File: config.mk
export PLATFORM = sky130hd
export DESIGN_NAME = control_unit
export DESIGN_NICKNAME = d
export VERILOG_FILES = /design/src/rtl/control_unit.sv
export SDC_FILE = /design/constraint.sdc
export NUM_CORES = 1
export LEC_CHECK = 0
export CAP_MARGIN = 20
export CORE_ASPECT_RATIO = 0.8
export CORE_MARGIN = 4
export CORE_UTILIZATION = 38
export DETAILED_ROUTE_END_ITERATION = 10
export GPL_ROUTABILITY_DRIVEN = 1
export GPL_TIMING_DRIVEN = 0
export PLACE_DENSITY = 0.73
export SETUP_SLACK_MARGIN = 0.05
export SLEW_MARGIN = 20
export SYNTH_ARGS = -nofsm -noshare
export SYNTH_HDL_FRONTEND = slang
export SYNTH_SLANG_ARGS = --single-unit
File: constraint.sdc
create_clock -name CLK -period 0.8 [get_ports CLK]
set_input_delay 0.16 -clock CLK [delete_from_list [all_inputs] [get_ports CLK]]
set_output_delay 0.16 -clock CLK [all_outputs]
set_load 0.01 [all_outputs]
File: src/rtl/control_unit.sv
// RV32 subset main decoder: opcode/funct fields to a registered control word.
// Unsupported encodings decode to the all-zero NOP word (PC+4, no writes).
module control_unit (
  input  logic       CLK,
  input  logic       RST,
  input  logic [6:0] OP_CODE,
  input  logic [2:0] FUNCT_3,
  input  logic [6:0] FUNCT_7,
  output logic       CRF,
  output logic [2:0] CEU,
  output logic [2:0] CALU,
  output logic       CDM,
  output logic [1:0] PCS,
  output logic [1:0] DWS,
  output logic       ALUS1,
  output logic       ALUS2,
  output logic       OS,
  output logic       BS
);

  typedef struct packed {
    logic       crf;
    logic [2:0] ceu;
    logic [2:0] calu;
    logic       cdm;
    logic [1:0] pcs;
    logic [1:0] dws;
    logic       alus1;
    logic       alus2;
    logic       os;
    logic       bs;
  } ctrl_t;

  localparam logic [6:0] OP_IMM  = 7'b0010011;
  localparam logic [6:0] OP_LD   = 7'b0000011;
  localparam logic [6:0] OP_ST   = 7'b0100011;
  localparam logic [6:0] OP_REG  = 7'b0110011;
  localparam logic [6:0] OP_LUI  = 7'b0110111;
  localparam logic [6:0] OP_BR   = 7'b1100011;
  localparam logic [6:0] OP_JAL  = 7'b1101111;
  localparam logic [6:0] OP_JALR = 7'b1100111;

  localparam logic [2:0] A_ADD = 3'b000;
  localparam logic [2:0] A_SUB = 3'b001;
  localparam logic [2:0] A_AND = 3'b010;
  localparam logic [2:0] A_OR  = 3'b011;
  localparam logic [2:0] A_XOR = 3'b100;
  localparam logic [2:0] A_SLL = 3'b101;
  localparam logic [2:0] A_SRA = 3'b110;
  localparam logic [2:0] A_SRL = 3'b111;

  localparam logic [2:0] E_I  = 3'b000;
  localparam logic [2:0] E_S  = 3'b001;
  localparam logic [2:0] E_B  = 3'b010;
  localparam logic [2:0] E_U  = 3'b011;
  localparam logic [2:0] E_J  = 3'b100;
  localparam logic [2:0] E_SH = 3'b101;

  localparam logic [6:0] F7_ALT = 7'b0100000;

  ctrl_t w_ctrl;
  ctrl_t r_ctrl;
  logic  w_ok;

  // Decode the current fields; any illegal leaf clears the whole word.
  always_comb begin
    w_ctrl = '0;
    w_ok   = 1'b1;
    case (OP_CODE)
      OP_IMM: begin
        w_ctrl.crf   = 1'b1;
        w_ctrl.alus2 = 1'b1;
        case (FUNCT_3)
          3'b000: w_ctrl.calu = A_ADD;
          3'b100: w_ctrl.calu = A_XOR;
          3'b110: w_ctrl.calu = A_OR;
          3'b111: w_ctrl.calu = A_AND;
          3'b001: begin
            w_ctrl.calu = A_SLL;
            w_ctrl.ceu  = E_SH;
          end
          3'b101: begin
            w_ctrl.calu = (FUNCT_7 == F7_ALT) ? A_SRA : A_SRL;
            w_ctrl.ceu  = E_SH;
          end
          default: w_ok = 1'b0;
        endcase
      end
      OP_LD: begin
        w_ok         = (FUNCT_3 == 3'b010);
        w_ctrl.crf   = 1'b1;
        w_ctrl.alus2 = 1'b1;
        w_ctrl.dws   = 2'b01;
      end
      OP_ST: begin
        w_ok         = (FUNCT_3 == 3'b010);
        w_ctrl.cdm   = 1'b1;
        w_ctrl.ceu   = E_S;
        w_ctrl.alus2 = 1'b1;
      end
      OP_REG: begin
        w_ctrl.crf = 1'b1;
        unique case (1'b1)
          (FUNCT_7 == 7'd0): begin
            case (FUNCT_3)
              3'b000: w_ctrl.calu = A_ADD;
              3'b001: w_ctrl.calu = A_SLL;
              3'b100: w_ctrl.calu = A_XOR;
              3'b101: w_ctrl.calu = A_SRL;
              3'b110: w_ctrl.calu = A_OR;
              3'b111: w_ctrl.calu = A_AND;
              default: w_ok = 1'b0;
            endcase
          end
          (FUNCT_7 == F7_ALT): begin
            case (FUNCT_3)
              3'b000: w_ctrl.calu = A_SUB;
              3'b101: w_ctrl.calu = A_SRA;
              default: w_ok = 1'b0;
            endcase
          end
          default: w_ok = 1'b0;
        endcase
      end
      OP_LUI: begin
        w_ctrl.crf   = 1'b1;
        w_ctrl.ceu   = E_U;
        w_ctrl.alus1 = 1'b1;
        w_ctrl.alus2 = 1'b1;
      end
      OP_BR: begin
        w_ctrl.bs   = 1'b1;
        w_ctrl.pcs  = 2'b01;
        w_ctrl.ceu  = E_B;
        w_ctrl.calu = A_SUB;
        case (FUNCT_3)
          3'b001: w_ctrl.os = 1'b0;
          3'b101: w_ctrl.os = 1'b1;
          default: w_ok = 1'b0;
        endcase
      end
      OP_JAL: begin
        w_ctrl.crf = 1'b1;
        w_ctrl.ceu = E_J;
        w_ctrl.pcs = 2'b10;
        w_ctrl.dws = 2'b10;
      end
      OP_JALR: begin
        w_ok         = (FUNCT_3 == 3'b000);
        w_ctrl.crf   = 1'b1;
        w_ctrl.ceu   = E_I;
        w_ctrl.pcs   = 2'b11;
        w_ctrl.dws   = 2'b10;
        w_ctrl.alus2 = 1'b1;
      end
      default: w_ok = 1'b0;
    endcase
    if (!w_ok) w_ctrl = '0;
  end

  // Register the decoded word; reset forces NOP immediately.
  always_ff @(posedge CLK or negedge RST) begin
    if (!RST) r_ctrl <= '0;
    else      r_ctrl <= w_ctrl;
  end

  assign CRF   = r_ctrl.crf;
  assign CEU   = r_ctrl.ceu;
  assign CALU  = r_ctrl.calu;
  assign CDM   = r_ctrl.cdm;
  assign PCS   = r_ctrl.pcs;
  assign DWS   = r_ctrl.dws;
  assign ALUS1 = r_ctrl.alus1;
  assign ALUS2 = r_ctrl.alus2;
  assign OS    = r_ctrl.os;
  assign BS    = r_ctrl.bs;

endmodule

==> flow_metrics.tcl, run 1 <==
set metrics [dict create \
    status "finished, violations left" \
    violations "negative setup slack" \
    slew_violations 0 \
    htreeDepth 1 \
    hold_buffers 0 \
    start_util 0.4035 \
    rsz0062_at_grt "yes" \
    grt_pass1_wl_um 5140 \
    grt_pass1_vias 1098 \
    max_slew.worst_pin.slew_ns 0.6680 \
    diodes 0 \
    ys_ff_latch 16 \
    post_drt_wl_per_cell_um 17.57 \
    slew_headroom 0.5546 \
    setup.worst_path.start_class "input port" \
    synthArstFlopShare 1.000 \
    power_density_nw_per_um2 996.5 \
    clock.fmax_ghz 0.5976 \
    synthTopCellsByCount "dfrtp_1, a21oi_1, clkbuf_1, nand2_1, nor2_1" \
    postSynthCellCount 109 \
    gp_congestion 0.8189 \
    hold_ws_ns 0.002279 \
    synth_most_common_cell "dfrtp_1" \
    grt_overflow 0 \
    synth_ff_type "dfrtp_1" \
    syn2layout_area_growth_pct 92.07 \
    syn_area_sq_um 993.5 \
    ir_drop_mv 0.4782 \
    dr.pass1.iters 4 \
    dp_hpwl_um 2071 \
    hold_viol_final 0 \
    cts_max_path_buffers 2 \
    routed_wl_um 3689 \
    io_pins 35 \
    die_y_um 53.73 \
    via_per_inst 5.743 \
    synth_cell_types 40 \
    cp-end-kind "flip-flop" \
    synthTopCellsByArea "dfrtp_1, a21oi_1, or4b_1, clkbuf_1, nand2_1" \
    synth.largest_area_cell "dfrtp_1" \
    placed_area_sq_um 1473 \
    power_leakage_uw 0.0008067 \
    grt_use_met2 0.3294 \
    grt_start_max_net_pins 17 \
    top_usage_layer "met2" \
    layout-drive-gt1-share 0.5805 \
    cts_sinks 16 \
    fin_crit_sh 2.092 \
    postRouteAntennaNets 0 \
    synth_top_area_frac 0.4030 \
    cts_made_buffers 3 \
    maxCapViolations 0 \
    crit_type "input port to flip-flop" \
    grt.total_usage 0.1961 \
    yosysSeqAreaShare 0.4030 \
    cp.required_ns 0.98 \
    cp_max_fo 5 \
    clkTransAtPathRegs_ns 0.09 \
    cp.arrival_ns 1.86 \
    dr_total_vias 1206 \
    fp.dieW_um 65.17 \
    final_cell_area_sq_um 1908 \
    layout_setup_ws_ns -0.8735 \
    fin_nets 194 \
    portBuffers 32 \
    hp-class "input port to asynchronous set/reset pin" \
    yosysWarnings 0 \
    cts_tree "done" \
    setup_viol 30 \
    gr-usage-met3 0.02296 \
    root_buffer "clkbuf_4" \
    drt-initial-drc-count 35 \
    synth-edff-count 0 \
    syn_nets 128 \
    post-route-drc-count 0 \
    grt_antenna_before_repair 0 \
    dieArea_sq_um 3501 \
    core_sq_um 2462 \
    grt_use_met1 0.2465 \
    period_minus_slack_ns 1.673 \
    fp-row-count 16 \
    syn_avg_cell_area_sq_um 9.114 \
]
-- routing by layer --
metal / vias up / part of all wire / wire length [um]
met2: 65 / 0.47 / 1744
met1: 569 / 0.41 / 1496
met4: 0 / 0.046 / 168
li1: 555 / - / -
met3: 17 / 0.076 / 279
met5: - / 0 / 0
-- state kept, by name (all words and copies together), names as in the netlist --
register and flops:
ALUS2 1, DWS 2, CRF 1, PCS 2
CEU 3, ALUS1 1, CALU 3, OS 1
BS 1, CDM 1
-- cell usage in the layout (no fill, tap or decap), types with 2 or more instances in the layout --
| cell type | count |
|---|---|
| clkbuf_8 | 3 |
| nor2_1 | 5 |
| or4b_4 | 2 |
| nor2b_1 | 3 |
| a22oi_1 | 2 |
| dfrtp_1 | 16 |
| a21oi_2 | 6 |
| buf_6 | 11 |
| o221ai_1 | 2 |
| nor4_4 | 2 |
| nor4_1 | 2 |
| a21oi_1 | 3 |
| buf_4 | 24 |
| nor3_1 | 2 |
| o21ai_0 | 4 |
| clkbuf_2 | 2 |
| clkbuf_4 | 3 |
| buf_2 | 18 |
| nand2_8 | 2 |
| nand2_1 | 4 |
| buf_8 | 5 |
| nor3b_1 | 2 |
| inv_1 | 2 |
| nand3b_1 | 3 |
| nand3_1 | 3 |
| or4_4 | 2 |
| buf_12 | 3 |
| nand2b_1 | 3 |
-- report_power, final --
group / internal (uW) / switching (uW) / total, uW / leakage, uW
logic: 275 / 288 / 563 / 0.000562
clock network: 277 / 252 / 529 / 0.0000210
registers: 809 / 0.281 / 810 / 0.000224
-- how the worst max path moves through the flow --
stage	from	slack, ns	to
2_1_floorplan	FUNCT_3[1]	-1.01	CDM$_DFF_PN0_
3_3_place_gp	OP_CODE[6]	-1.61	CDM$_DFF_PN0_
3_5_place_dp	FUNCT_3[1]	-1.62	CALU[0]$_DFF_PN0_
4_1_cts	FUNCT_7[2]	-0.95	CDM$_DFF_PN0_
5_1_grt	FUNCT_3[1]	-0.89	CDM$_DFF_PN0_
6_report	FUNCT_3[1]	-0.87	CDM$_DFF_PN0_
-- cell families after synthesis --
logic type,synth area share
and+or+nand+nor,0.3010
AOI/OAI and AO/OA,0.2431
DFF,0.4030
buffers and inverters,0.04156
muxes,0.01133
-- metrics by stage --
step / power, uW / utilization / setup WS (ns) / TNS (ns) / cells
after floorplan: 1033 / - / -1.009 / -9.607 / 109
after global placement: 1191 / 0.5981 / -1.610 / -26.24 / 177
after detailed placement: 1199 / 0.5981 / -1.617 / -27.42 / 177
after CTS: 1755 / 0.6540 / -0.9511 / -11.79 / 198
after global routing: 1983 / 0.7749 / -0.8940 / -12.64 / 210
final: 1901 / 0.7749 / -0.8735 / -11.80 / 210
-- what timing repair did --
| item | 4_1_cts | 5_1_grt |
|---|---|---|
| gates resized for setup | 136 | 60 |
| endpoints found under the setup margin | 47 | 32 |
| pin swaps | 12 | 12 |
| gates cloned | 0 | 0 |
| setup buffers | 17 | 13 |
-- layout make-up --
type | count | area (sq um)
plain buffers | 8 | 100.1
well taps | 36 | 45.04
inverters | 3 | 11.26
multi-input cells | 82 | 800.8
clock buffers | 4 | 36.28
flip-flops and latches | 16 | 400.4
fillers | 142 | 554.3
repair buffers | 61 | 514.2
-- critical path, stage by stage --
cell and delay [ns]:
buf_8 0.10, or4b_4 0.52, or4_4 0.56, a2bb2oi_4 0.22, a2111oi_4 0.30
Power figures use the tool's default switching activity.
==> run 2, diff against run 1 <==
--- a/config.mk
+++ b/config.mk
@@ -12,7 +12,7 @@
 export DETAILED_ROUTE_END_ITERATION = 10
 export GPL_ROUTABILITY_DRIVEN = 1
 export GPL_TIMING_DRIVEN = 0
-export PLACE_DENSITY = 0.73
+export PLACE_DENSITY = 0.74
 export SETUP_SLACK_MARGIN = 0.05
 export SLEW_MARGIN = 20
 export SYNTH_ARGS = -nofsm -noshare
==> flow_metrics.tcl, run 2 (synthesized netlist as in run 1, its figures left out) <==
set metrics [dict create \
    hp-class "input port to asynchronous set/reset pin" \
    rsz0062_at_grt "yes" \
    clkTransAtPathRegs_ns 0.10 \
    setup_viol 29 \
    slew_headroom 0.5431 \
    final_common_cell "buf_2" \
    power_leakage_uw 0.0007713 \
    cp.arrival_ns 1.92 \
    cts_max_path_buffers 2 \
    die_y_um 53.73 \
    cp_max_fo 5 \
    status "finished, violations left" \
    io_pins 35 \
    finalSetupTns_ns -11.91 \
    cts_made_buffers 3 \
    post_drt_wl_per_cell_um 17.91 \
    fin_crit_sh 2.125 \
    slew_violations 0 \
    portBuffers 32 \
    hold_buffers 0 \
    cp.required_ns 1.02 \
    dr_total_vias 1198 \
    power_density_nw_per_um2 1031 \
    fp.dieW_um 65.17 \
    worstPathCellList "buf_8, or4b_1, or4_4, a2bb2oi_4, buf_6, a211oi_2" \
    setup.worst_path.start_class "input port" \
    start_util 0.4035 \
    crit_type "input port to flip-flop" \
    syn2layout_area_growth_pct 82.62 \
    clock.fmax_ghz 0.5883 \
    grt_pass1_wl_um 5430 \
    gp_congestion 0.8278 \
    slowest_delay_ns 0.56 \
    grt_overflow 0 \
    post-route-drc-count 0 \
    cts_tree "done" \
    root_buffer "clkbuf_4" \
    grt_antenna_before_repair 0 \
    routed_wl_um 3635 \
    layout_setup_ws_ns -0.8999 \
    max_slew.worst_pin.slew_ns 0.6853 \
    crit_family "simple AND/OR/NAND/NOR gates" \
    grt_pass1_vias 1097 \
    hold_ws_ns -0.002455 \
    crit_buf_inv 2 \
    htreeDepth 1 \
    maxCapViolations 0 \
    grt.total_usage 0.2079 \
    via_per_inst 5.901 \
    drt-initial-drc-count 43 \
    core_sq_um 2462 \
    cts_sinks 16 \
    period_minus_slack_ns 1.700 \
    grt_start_max_net_pins 17 \
    diodes 0 \
    cp_slowest_cell "or4_4" \
    fin_nets 187 \
    layout_common_cells "buf_2, buf_4, dfrtp_1, buf_6, nor2_1" \
    dr.pass1.iters 4 \
    hold_viol_final 9 \
    layout-drive-gt1-share 0.5689 \
    pre_cts_ws_ns -1.607 \
    violations "negative hold slack, negative setup slack" \
    cp-end-kind "flip-flop" \
    postRouteAntennaNets 0 \
    ir_drop_mv 0.4351 \
    fp-row-count 16 \
    dp_hpwl_um 2060 \
    dieArea_sq_um 3501 \
]
==> run 2: cell types whose count changed in the layout (fill, tap and decap cells not counted), moves of 2 or more <==
cell	change
buf_4	-6
buf_12	-2
buf_8	-2
a21oi_2	-2
==> run 2: area by class of cell <==
cell class,instances,area [sq um]
multi-input combinational,82,774.5
fill,173,648.1
timing repair buffer,54,440.4
sequential,16,400.4
buffer,8,106.4
tap,36,45.04
clock buffer,4,36.28
inverter,3,11.26
==> run 2: routing by layer <==
| metal | vias to the layer above | share of wire | track usage | wire, um |
|---|---|---|---|---|
| met5 | - | 0 | 0 | 0 |
| met4 | 0 | 0.028 | 0.1034 | 102 |
| met3 | 10 | 0.074 | 0.02505 | 269 |
| met2 | 73 | 0.48 | 0.3580 | 1751 |
| met1 | 580 | 0.42 | 0.2619 | 1512 |
| li1 | 535 | - | - | - |
==> run 2: where the power goes <==
part | internal (uW) | switching [uW]
clock network | 278 | 270
logic | 247 | 266
registers | 809 | 0.267
total | 1330 | 536
==> run 2: worst paths after layout <==
check	startpoint	to	slack (ns)	depth (start not counted)
min in group CLK	OP_CODE[3]	ALUS1$_DFF_PN0_	0.09	2
hold / removal	RST	CDM$_DFF_PN0_	-0.002	1
max in group asynchronous	RST	CEU[2]$_DFF_PN0_	0.35	1
setup / recovery	FUNCT_7[4]	CRF$_DFF_PN0_	-0.90	6
==> run 2: metrics by stage <==
step	hold slack [ns]	std cells	util	instance area (sq um)	total power, uW
after floorplan	-0.1356	109	-	1107	1033
after global placement	0.4055	177	0.5981	1473	1190
after detailed placement	0.4054	177	0.5981	1473	1198
after CTS	0.02207	200	0.7119	1753	1828
after global routing	0.06054	203	0.7368	1814	1938
final	-0.002455	203	0.7368	1814	1870
==> run 2: what timing repair did <==
action                                  4_1_cts  5_1_grt
pin swaps                                    17        9
hold endpoints to repair                      0        0
endpoints found under the setup margin       48       31
gates resized for setup                     173       14
buffers inserted                             18        3
gates cloned                                  1        0
==> run 3, diff against run 2 <==
==> constraint.sdc (replaced) <==
create_clock -name CLK -period 0.8 [get_ports CLK]
set_input_delay 0.16 -clock CLK [delete_from_list [all_inputs] [get_ports CLK]]
set_output_delay 0.16 -clock CLK [all_outputs]
set_load 0.05 [all_outputs]
==> flow_metrics.tcl, run 3 (synthesized netlist as in run 1, its figures left out) <==
set metrics [dict create \
    fin_cells 203 \
    postRouteAntennaNets 0 \
    post_drt_wl_per_cell_um 17.78 \
    fin_crit_sh 2.125 \
    cts_sinks 16 \
    cts_tree "done" \
    dp.cells 177 \
    slowest_delay_ns 0.56 \
    setup_viol 29 \
    crit_type "input port to flip-flop" \
    hold_buffers 0 \
    cts_max_path_buffers 2 \
    root_buffer "clkbuf_4" \
    grt_start_max_net_pins 17 \
    fp.dieW_um 65.17 \
    dp_hpwl_um 2060 \
    drt-initial-drc-count 42 \
    rsz0062_at_grt "yes" \
    slew_violations 0 \
    slew_headroom 0.5412 \
    routed_wl_um 3609 \
    violations "negative hold slack, negative setup slack" \
    clock.fmax_ghz 0.5881 \
    cp.arrival_ns 1.89 \
    dr_total_vias 1185 \
    power_uw 1870 \
    cp.required_ns 0.99 \
    ir_drop_mv 0.4438 \
    power_leakage_uw 0.0007802 \
    setup.worst_path.start_class "input port" \
    htreeDepth 1 \
    status "finished, violations left" \
    power_density_nw_per_um2 980.2 \
    hold_ws_ns -0.0005310 \
    dieArea_sq_um 3501 \
    grt_pass1_vias 1120 \
    finalSetupTns_ns -12.45 \
    max_slew.worst_pin.slew_ns 0.6882 \
    grt_antenna_before_repair 0 \
    layout_setup_ws_ns -0.9004 \
    worstPathCellList "buf_8, or4b_1, or4_4, a2bb2oi_4, buf_4, a22oi_2" \
    core_sq_um 2462 \
    die_y_um 53.73 \
    crit_buf_inv 2 \
    cp_slowest_cell "or4_4" \
    fin_nets 187 \
    portBuffers 32 \
    grt_pass1_wl_um 5471 \
    grt_overflow 0 \
    layout_common_cells "buf_6, buf_4, dfrtp_1, nor2_1" \
    period_minus_slack_ns 1.700 \
    crit_family "simple AND/OR/NAND/NOR gates" \
    dr.pass1.iters 5 \
    cp-end-kind "flip-flop" \
    post-route-drc-count 0 \
    io_pins 35 \
    gp_congestion 0.8278 \
    grt.total_usage 0.2112 \
    hold_viol_final 3 \
    maxCapViolations 0 \
    syn2layout_area_growth_pct 92.07 \
    diodes 0 \
    via_per_inst 5.837 \
    cp_max_fo 5 \
    fp-row-count 16 \
    layout-drive-gt1-share 0.5689 \
    final_common_cell "buf_6" \
    clkTransAtPathRegs_ns 0.10 \
    cts_made_buffers 3 \
    final_core_util 0.7749 \
    hp-class "input port to asynchronous set/reset pin" \
    start_util 0.4035 \
]
[run 3: worst paths after layout]
path,from,end,slack (ns),cells past startpoint
worst max-delay path,FUNCT_7[4],CALU[0]$_DFF_PN0_,-0.90,6
worst min-delay path,RST,CDM$_DFF_PN0_,-0.0005,1
max in group asynchronous,RST,CEU[2]$_DFF_PN0_,0.35,1
min in group CLK,OP_CODE[3],ALUS1$_DFF_PN0_,0.10,2
[run 3: stage by stage]
| step | setup slack (ns) | instance area (sq um) |
|---|---|---|
| global placement | -1.608 | 1473 |
| finish | -0.9004 | 1908 |
| detailed placement | -1.607 | 1473 |
| global route | -0.9180 | 1908 |
| floorplan | -1.009 | 1107 |
| CTS | -0.9036 | 1853 |
[run 3: metal layers]
metal	up-vias	track usage	part of all wire
met5	-	0	0
met4	0	0.1207	0.035
met3	14	0.02714	0.068
met2	71	0.3580	0.49
met1	562	0.2636	0.41
li1	538	-	-
[run 3: power by group]
group	switching, uW	leakage [uW]	internal [uW]
clock network	265	0.0000210	278
registers	0.601	0.000224	810
logic	269	0.000536	249
total	534	0.000780	1340
[run 3: cell type report]
type | instances | area, sq um
clock buffers | 4 | 36.28
plain buffers | 8 | 106.4
multi-input cells | 82 | 774.5
flip-flops and latches | 16 | 400.4
inverters | 3 | 11.26
repair buffers | 54 | 534.3
well taps | 36 | 45.04
fillers | 155 | 554.3
[run 3: timing repair]
action | 4_1_cts | 5_1_grt
resized for setup | 221 | 13
cloned | 1 | 0
setup buffers | 18 | 3
pin swaps | 17 | 9
setup endpoints to repair | 48 | 31
